File: config.mk
export PLATFORM = sky130hd
export DESIGN_NAME = hex_tx_formatter
export DESIGN_NICKNAME = d
export VERILOG_FILES = /design/src/rtl/hex_tx_formatter.sv
export SDC_FILE = /design/constraint.sdc
export NUM_CORES = 1
export LEC_CHECK = 0
export BUFFER_PORTS_ARGS = -buffer_cell sky130_fd_sc_hd__buf_4
export CORE_MARGIN = 5
export CORE_UTILIZATION = 45
export DETAILED_ROUTE_END_ITERATION = 7
export PLACE_DENSITY_LB_ADDON = 0.1
export SLEW_MARGIN = 10
export SYNTH_ARGS = -nofsm -noshare
export SYNTH_HDL_FRONTEND = slang
export SYNTH_SLANG_ARGS = --single-unit
File: constraint.sdc
create_clock -name clk -period 5.38 [get_ports clk]
set_clock_uncertainty 0.15 [all_clocks]
set_input_delay 0.269 -clock clk [delete_from_list [all_inputs] [get_ports clk]]
set_output_delay 0.269 -clock clk [all_outputs]
set_load 0.02 [all_outputs]
File: src/rtl/hex_tx_formatter.sv
// Prints a WIDTH-bit value as uppercase ASCII hex (MSB nibble first, optional CR LF)
// one byte at a time into a uart_tx style data/strobe/ready handshake.
module hex_tx_formatter #(
  parameter int WIDTH   = 32,
  parameter int NEWLINE = 1
) (
  input  logic             clk,
  input  logic             reset_n,
  input  logic [WIDTH-1:0] value,
  input  logic             value_strobe,
  output logic             busy,
  output logic [7:0]       tx_data,
  output logic             tx_strobe,
  input  logic             tx_ready
);

  localparam int N_DIG = WIDTH / 4;
  localparam int N_CHR = N_DIG + 2 * NEWLINE;
  localparam int IW    = $clog2(N_CHR + 1);

  localparam logic [IW-1:0] LAST_IDX = IW'(N_CHR - 1);
  localparam logic [IW-1:0] CR_IDX   = IW'(N_DIG);
  localparam logic [IW-1:0] ONE_IDX  = IW'(1);

  typedef enum logic [1:0] {
    IDLE = 2'd0,
    SEND = 2'd1,
    HOLD = 2'd2
  } state_t;

  state_t           state_r;
  state_t           state_nxt_s;
  logic [IW-1:0]    idx_r;
  logic [IW-1:0]    idx_nxt_s;
  logic [WIDTH-1:0] value_r;
  logic [WIDTH-1:0] value_nxt_s;
  logic             busy_nxt_s;
  logic [7:0]       tx_data_nxt_s;
  logic             tx_strobe_nxt_s;
  logic [7:0]       char_s;

  function automatic logic [7:0] hex_ascii(input logic [3:0] nib);
    logic [7:0] res;
    if (nib < 4'd10) begin
      res = {4'h3, nib};
    end else begin
      res = 8'h37 + {4'h0, nib};
    end
    return res;
  endfunction

  // Current character: the latched value is shifted left per digit, so its top nibble is always next.
  always_comb begin
    char_s = 8'h00;
    if (idx_r < CR_IDX) begin
      char_s = hex_ascii(value_r[WIDTH-1 -: 4]);
    end else if (idx_r == CR_IDX) begin
      char_s = 8'h0D;
    end else begin
      char_s = 8'h0A;
    end
  end

  // Next-state and next-output logic; HOLD spans the cycle tx_strobe is high so tx_ready is not sampled there.
  always_comb begin
    state_nxt_s     = state_r;
    idx_nxt_s       = idx_r;
    value_nxt_s     = value_r;
    busy_nxt_s      = busy;
    tx_data_nxt_s   = tx_data;
    tx_strobe_nxt_s = 1'b0;
    case (state_r)
      IDLE: begin
        if (value_strobe && !busy) begin
          value_nxt_s = value;
          idx_nxt_s   = '0;
          busy_nxt_s  = 1'b1;
          state_nxt_s = SEND;
        end else begin
          state_nxt_s = IDLE;
        end
      end
      SEND: begin
        if (tx_ready) begin
          tx_data_nxt_s   = char_s;
          tx_strobe_nxt_s = 1'b1;
          state_nxt_s     = HOLD;
        end else begin
          state_nxt_s = SEND;
        end
      end
      HOLD: begin
        if (idx_r == LAST_IDX) begin
          idx_nxt_s   = '0;
          busy_nxt_s  = 1'b0;
          state_nxt_s = IDLE;
        end else begin
          idx_nxt_s   = idx_r + ONE_IDX;
          value_nxt_s = value_r << 3'd4;
          state_nxt_s = SEND;
        end
      end
      default: begin
        idx_nxt_s   = '0;
        busy_nxt_s  = 1'b0;
        state_nxt_s = IDLE;
      end
    endcase
  end

  // State, index, latched value and registered handshake outputs.
  always_ff @(posedge clk or negedge reset_n) begin
    if (!reset_n) begin
      state_r   <= IDLE;
      idx_r     <= '0;
      value_r   <= '0;
      busy      <= 1'b0;
      tx_data   <= 8'h00;
      tx_strobe <= 1'b0;
    end else begin
      state_r   <= state_nxt_s;
      idx_r     <= idx_nxt_s;
      value_r   <= value_nxt_s;
      busy      <= busy_nxt_s;
      tx_data   <= tx_data_nxt_s;
      tx_strobe <= tx_strobe_nxt_s;
    end
  end

endmodule

==> results of run 1 <==
[flip-flops by register name, indices dropped and copies added, names as in the netlist]
name and flops:
busy 1, tx_data 7, state_r 2, idx_r 4, value_r 32, tx_strobe 1
[cell type report]
class                           instances  area share, %
Clock buffer                            7          2.668
Clock inverter                          1         0.1750
Inverter                                6         0.7874
Multi-Input combinational cell        122          40.03
Sequential cell                        47          41.12
Tap cell                               70          3.062
Timing Repair Buffer                   46          12.16
[cell families after synthesis]
family | after synthesis
AOI/OAI and AO/OA | 33
adders and majority gates | 1
buffers and inverters | 16
DFF | 47
muxes | 56
other | 1
and+or+nand+nor | 31
[worst max-delay path by stage]
stage	slack (ns)	end	from	cells past startpoint
finish	2.97	value_r[13]$_DFFE_PN0P_	idx_r[3]$_DFFE_PN0P_	3
global route	2.83	value_r[7]$_DFFE_PN0P_	idx_r[3]$_DFFE_PN0P_	3
CTS	2.97	value_r[7]$_DFFE_PN0P_	idx_r[3]$_DFFE_PN0P_	3
detailed placement	2.99	value_r[7]$_DFFE_PN0P_	idx_r[3]$_DFFE_PN0P_	3
global placement	3.02	value_r[12]$_DFFE_PN0P_	idx_r[3]$_DFFE_PN0P_	3
floorplan	3.43	value_r[14]$_DFFE_PN0P_	state_r[1]$_DFF_PN0_	5
[Yosys cell counts (2+ instances only)]
| cell | instances |
|---|---|
| dfrtp_1 | 47 |
| mux2_2 | 34 |
| mux2_4 | 18 |
| a21oi_1 | 7 |
| inv_1 | 6 |
| nand2_1 | 6 |
| a22o_1 | 5 |
| nor2_1 | 5 |
| clkbuf_1 | 4 |
| mux2i_1 | 4 |
| nor2b_1 | 4 |
| o21ai_0 | 4 |
| nand2b_1 | 3 |
| nand3b_1 | 3 |
| o31ai_1 | 3 |
| a21o_1 | 2 |
| buf_1 | 2 |
| buf_12 | 2 |
| nor3_1 | 2 |
| nor3b_1 | 2 |
| o211ai_1 | 2 |
| o21a_1 | 2 |
| o2bb2ai_1 | 2 |
[critical path: cells and delay by family (launching register included)]
family          cells  cell delay, ns
flops               1            0.52
compound gates      1            0.86
mux                 1            0.42
simple gates        1            0.33
[stage by stage]
step           utilization (%)  power, mW  instances
2_1_floorplan                -      1.154        185
3_3_place_gp             53.53      1.276        290
3_5_place_dp             53.53      1.306        290
4_1_cts                  55.30      1.518        299
5_1_grt                  55.30      1.602        299
6_report                 55.30      1.499        299
[per-layer routing]
| layer | wire length (um) | global-route usage (%) | part of all wire [%] | vias to the layer above |
|---|---|---|---|---|
| li1 | - | - | - | 751 |
| met4 | 36 | 3.715 | 0.77 | 0 |
| met1 | 2092 | 17.31 | 45 | 783 |
| met3 | 172 | 4.356 | 3.7 | 5 |
| met2 | 2364 | 23.62 | 51 | 32 |
| met5 | 0 | 0 | 0 | - |
[power groups by stage]
stage,sequential (mW),combinational (mW),clock (mW)
floorplan,0.649,0.505,0
global placement,0.640,0.636,0
detailed placement,0.656,0.650,0
CTS,0.650,0.653,0.214
global route,0.671,0.704,0.227
finish,0.649,0.646,0.205
==> summary.md, run 1 <==
| Metric | Value |
|---|---|
| Status | `complete, no violations` |
| Max frequency | `between 400 and 500 MHz` |
| Critical path's slowest cell | `o21ai_4` |
| Diodes inserted | `0` |
| Starting Density | `roughly 47%` |
| Die Wd | `83.37 um` |
| Clock Sinks | `47` |
| Cell Int Power | `about 0.99 mW` |
| DRT Pass-1 Iters | `5` |
| Fin crit share | `about 45%` |
| Drt drc | `0` |
| Flop pwr share | `a little over two fifths` |
| Final ANT Viol Nets | `0` |
| Core Area | `between 5000 and 6000 um^2` |
| Initial antenna violation count | `0` |
| Unrepaired setup endpoints after global routing | `no` |
| Largest net degree at the start of global routing | `48` |
| Hold path start | `value[1]` |
| Part of the power in combinational logic | `a little over two fifths` |
| Crit path max fanout | `28` |
| Worst-Margin Slew | `1.136 ns` |
| Fin nets | `between 200 and 300` |
| First-pass GRT wire length | `roughly 8000 um` |
| Clock latency on the worst-skew pair | `0.30 ns` |
| Cells after synthesis | `about 190` |
| Top-area cell type share of the netlist area | `approximately half` |
| Reg2reg end | `value_r[13]$_DFFE_PN0P_` |
| PwrDens | `524.1 nW/um^2` |
| Remaining Overflow, GRT | `0` |
| Adder-cell share of the synthesized area | `0.5165%` |
| Clk slew on worst S/H paths | `about 0.09 ns` |
| Post-Syn Area | `2422 um^2` |
| Filler cells | `447` |
| P&R area growth vs syn | `18.08%` |
| CTS Buf Count | `5` |
| Mux cell area share after synthesis | `between 20 and 30%` |
| Simple-Gate Fraction of Synth Area | `slightly below 8%` |
| DR vias | `~1600` |
| Unique masters post-synth | `39` |
| Pins Over Slew Limit | `0` |
| Post-route setup TNS | `0 ns` |
| Final WS setup | `between 2 and 3 ns` |
| Hold Path Cell Cnt | `2` |
| Final Wtd Congestion | `slightly below 0.8` |
| Dpl ws | `2.990 ns` |
| Worst setup SP type | `flip-flop` |
| Max Cap Viol | `0` |
| Initial DRC Count | `48` |
| Fin area | `2860 um^2` |
| Largest family of logic cells by synthesized area | `multiplexers` |
| Vias/cell | `between 5 and 6` |
| Clock share of power | `13.6%` |
| Critical Path RT | `around 5.4 ns` |
| HPWL Detailed | `approximately 3400 um` |
| CTS H-tree lvls | `2` |
| Final wirelength | `4666 um` |
| Hold EP | `value_r[1]$_DFFE_PN0P_` |
| Crit Path Class | `flip-flop to flip-flop` |
| Port Buf Inserts | `44` |
| Placed Area | `between 2000 and 3000 um^2` |
| Post-layout min period | `between 2 and 2.5 ns` |
| Synth Area per Inst | `around 13 um^2` |
| Clock Root Buffer | `clkbuf_8` |
| Worst vdd ir | `roughly 0.19 mV` |
| Sw frac | `between 30% and 40%` |
| Post-CTS setup repair buffer count | `0` |
| Worst reg2reg setup slack | `roughly 3 ns` |
| Global Route Usage Sum | `~14%` |
| Yosys top cell by area | `dfrtp_1` |
| TritonCTS clock tree | `done` |
| Xor/xnor share of the synthesized area | `0%` |
| IO Count | `46` |
| CTS max path bufs | `2` |
| Die area | `~7000 um^2` |
| Number of global-route vias before repair | `approximately 1700` |
| RR Startpoint | `idx_r[3]$_DFFE_PN0P_` |
| Synthesized Nets | `222` |
| Leakage power | `around 1.3 nW` |
| # resized after CTS | `0` |
| Number of enable flip-flop cells after synthesis | `0` |
| # setup viols final | `0` |
| Wire per inst | `around 16 um` |
| P_sw | `a little over 0.5 mW` |
| Rows | `26` |
| Compound-Gate Fraction of Synth Area | `about a tenth` |
| Synth Flop Type | `dfrtp_1` |
| Most common cell after layout, fill and taps aside | `dfrtp_1` |
| Ranking of synthesized cells by area | `dfrtp_1 49%, mux2_2 16%, mux2_4 11%` |
| Reg area | `~1200 um^2` |
| Hold_ws | `around 0.040 ns` |
| CP max stage delay | `around 0.86 ns` |
| Slew margin rel. | `between 20% and 30%` |
| Layout cell share with drive strength beyond 1 | `about 47%` |
| Die height | `approximately 83 um` |
| CP Cell Sequence | `and4bb_2 > o21ai_4 > mux2_2` |
| #FFs+latches synth | `between 40 and 50` |
| Multi-input logic area | `around 1100 um^2` |
| CP endpoint kind | `flip-flop` |
| Post-synth ARST share | `100.0%` |
| Yosys warnings | `0` |
| CP Data Arrival Time | `2.44 ns` |
| Sequential area share after synthesis | `48.55%` |
| R2R depth | `3` |
| Hold buffers post-CTS | `1` |
| Commonest cells after routing, fill and taps aside | `47 x dfrtp_1, 45 x buf_4, 34 x mux2_2` |
| Class of the worst hold path | `input port to flip-flop` |
| Final hold vios | `0` |
No activity file was read; power rests on OpenSTA's default activity.
==> run 2: changes to the inputs <==
clock period = 2.45 ns   (was 5.38 ns; I/O delays follow)
==> summary.md, run 2 (same netlist as run 1, synthesis figures left out) <==
| Metric | Value |
|---|---|
| Status | `complete, no violations` |
| Worst setup SP type | `flip-flop` |
| Most common cell after layout, fill and taps aside | `dfrtp_1` |
| Dpl cells | `slightly below 300` |
| Hold path start | `value[23]` |
| Critical Path RT | `2.48 ns` |
| Diodes inserted | `0` |
| Crit Path Class | `flip-flop to flip-flop` |
| Dpl ws | `0.4178 ns` |
| Unrepaired setup endpoints after global routing | `no` |
| Crit path max fanout | `27` |
| Drt drc | `0` |
| Initial antenna violation count | `0` |
| Worst vdd ir | `0.5011 mV` |
| Initial DRC Count | `46` |
| Number of global-route vias before repair | `between 1500 and 2000` |
| Final ANT Viol Nets | `0` |
| Hold buffers post-CTS | `7` |
| Largest registers | `value_r (32), tx_data (7), idx_r (4)` |
| # resized after CTS | `0` |
| Commonest cells after routing, fill and taps aside | `47 x dfrtp_1, 44 x buf_4, 34 x mux2_2` |
| CP endpoint kind | `flip-flop` |
| IO Count | `46` |
| Post-CTS setup repair buffer count | `0` |
| R2R depth | `4` |
| Post-route setup TNS | `0 ns` |
| CTS max path bufs | `2` |
| Layout cell share with drive strength beyond 1 | `between 40 and 50%` |
| First-pass GRT wire length | `between 8000 and 9000 um` |
| Clock Sinks | `47` |
| Fin nets | `about 270` |
| Pins Over Slew Limit | `0` |
| Global Route Usage Sum | `14.09%` |
| HPWL Detailed | `about 3200 um` |
| Clock Root Buffer | `clkbuf_8` |
| Wire per inst | `about 15 um` |
| CTS Buf Count | `5` |
| Remaining Overflow, GRT | `0` |
| Die height | `83.37 um` |
| Fin crit share | `around 85%` |
| Final hold vios | `0` |
| Hold Path Cell Cnt | `3` |
| Finished Layout Cells | `a little over 300` |
| Vias/cell | `roughly 5.2` |
| Clock latency on the worst-skew pair | `approximately 0.29 ns` |
| DRT Pass-1 Iters | `4` |
| DR vias | `1576` |
| Reg2reg end | `value_r[27]$_DFFE_PN0P_` |
| P&R area growth vs syn | `23.40%` |
| Largest net degree at the start of global routing | `48` |
| # setup viols final | `0` |
| Post-layout min period | `2.080 ns` |
| Class of the worst hold path | `input port to flip-flop` |
| Final Util | `between 50% and 60%` |
| CTS H-tree lvls | `2` |
| CP Data Arrival Time | `2.11 ns` |
| Final WS setup | `0.3700 ns` |
| RR Startpoint | `state_r[1]$_DFF_PN0_` |
| Final wirelength | `around 4700 um` |
| Rows | `26` |
| Reg with most FFs | `value_r` |
| Slew margin rel. | `44.06%` |
| Starting Density | `~47%` |
| Worst reg2reg setup slack | `0.37 ns` |
| Core Area | `roughly 5200 um^2` |
| Max frequency | `around 480 MHz` |
| Max Cap Viol | `0` |
| Clk slew on worst S/H paths | `0.09 ns` |
| Final Wtd Congestion | `around 0.79` |
| Die area | `between 6000 and 7000 um^2` |
| PwrDens | `about 1200 nW/um^2` |
| Worst-Margin Slew | `around 0.83 ns` |
| TritonCTS clock tree | `done` |
| Hold EP | `value_r[23]$_DFFE_PN0P_` |
| Port Buf Inserts | `44` |
| Max FFs per register | `32` |
| Leakage power | `between 1 and 1.5 nW` |
| Die Wd | `83.37 um` |
## run 2: cell count changes in the layout (fill, tap and decap cells not counted)
cell | previous run | this run
buf_12 | 0 | 2
dlygate4sd3_1 | 1 | 7
clkbuf_8 | 5 | 6
clkbuf_1 | 2 | 0
bufinv_16 | 0 | 1
buf_4 | 45 | 44
## run 2: cell type report
| class | count | area (um^2) |
|---|---|---|
| clock inverters | 2 | 35.03 |
| inverters | 6 | 22.52 |
| repair buffers | 53 | 440.4 |
| clock buffers | 6 | 82.58 |
| fillers | 430 | 2183 |
| multi-input cells | 122 | 1145 |
| well taps | 70 | 87.58 |
| flip-flops and latches | 47 | 1176 |
## run 2: per-layer routing
| metal | global-route usage (%) | part of all wire [%] | vias up |
|---|---|---|---|
| met4 | 3.863 | 0.53 | 0 |
| met3 | 3.762 | 4.5 | 2 |
| met2 | 22.16 | 47 | 33 |
| met5 | 0 | 0 | - |
| li1 | - | - | 771 |
| met1 | 19.16 | 48 | 770 |
## run 2: how the worst max path moves through the flow
stage,startpoint,to,depth (start not counted)
after global routing,state_r[1]$_DFF_PN0_,value_r[15]$_DFFE_PN0P_,4
final,state_r[1]$_DFF_PN0_,value_r[27]$_DFFE_PN0P_,4
after floorplan,state_r[1]$_DFF_PN0_,value_r[14]$_DFFE_PN0P_,5
after CTS,state_r[1]$_DFF_PN0_,value_r[27]$_DFFE_PN0P_,4
after detailed placement,state_r[1]$_DFF_PN0_,value_r[15]$_DFFE_PN0P_,4
after global placement,state_r[1]$_DFF_PN0_,value_r[12]$_DFFE_PN0P_,4
## run 2: power by group
| part | internal (mW) | switching, mW |
|---|---|---|
| registers | 1.14 | 0.274 |
| logic | 0.870 | 0.590 |
| clock network | 0.330 | 0.259 |
## run 2: worst max-delay path: stages (launching register included)
cell and delay [ns]:
dfrtp_1 0.52, nor2b_2 0.40, buf_12 0.24, mux2_2 0.37
mux2_4 0.26
## run 2: per-stage QoR
step           hold WS (ns)  area [um^2]  power, mW
3_3_place_gp        0.01261         2801      2.834
6_report            0.03075         2989      3.467
4_1_cts             0.02151         2989      3.508
2_1_floorplan       -0.3231         2422      2.534
5_1_grt             0.02609         2989      3.705
3_5_place_dp        0.02350         2801      2.893
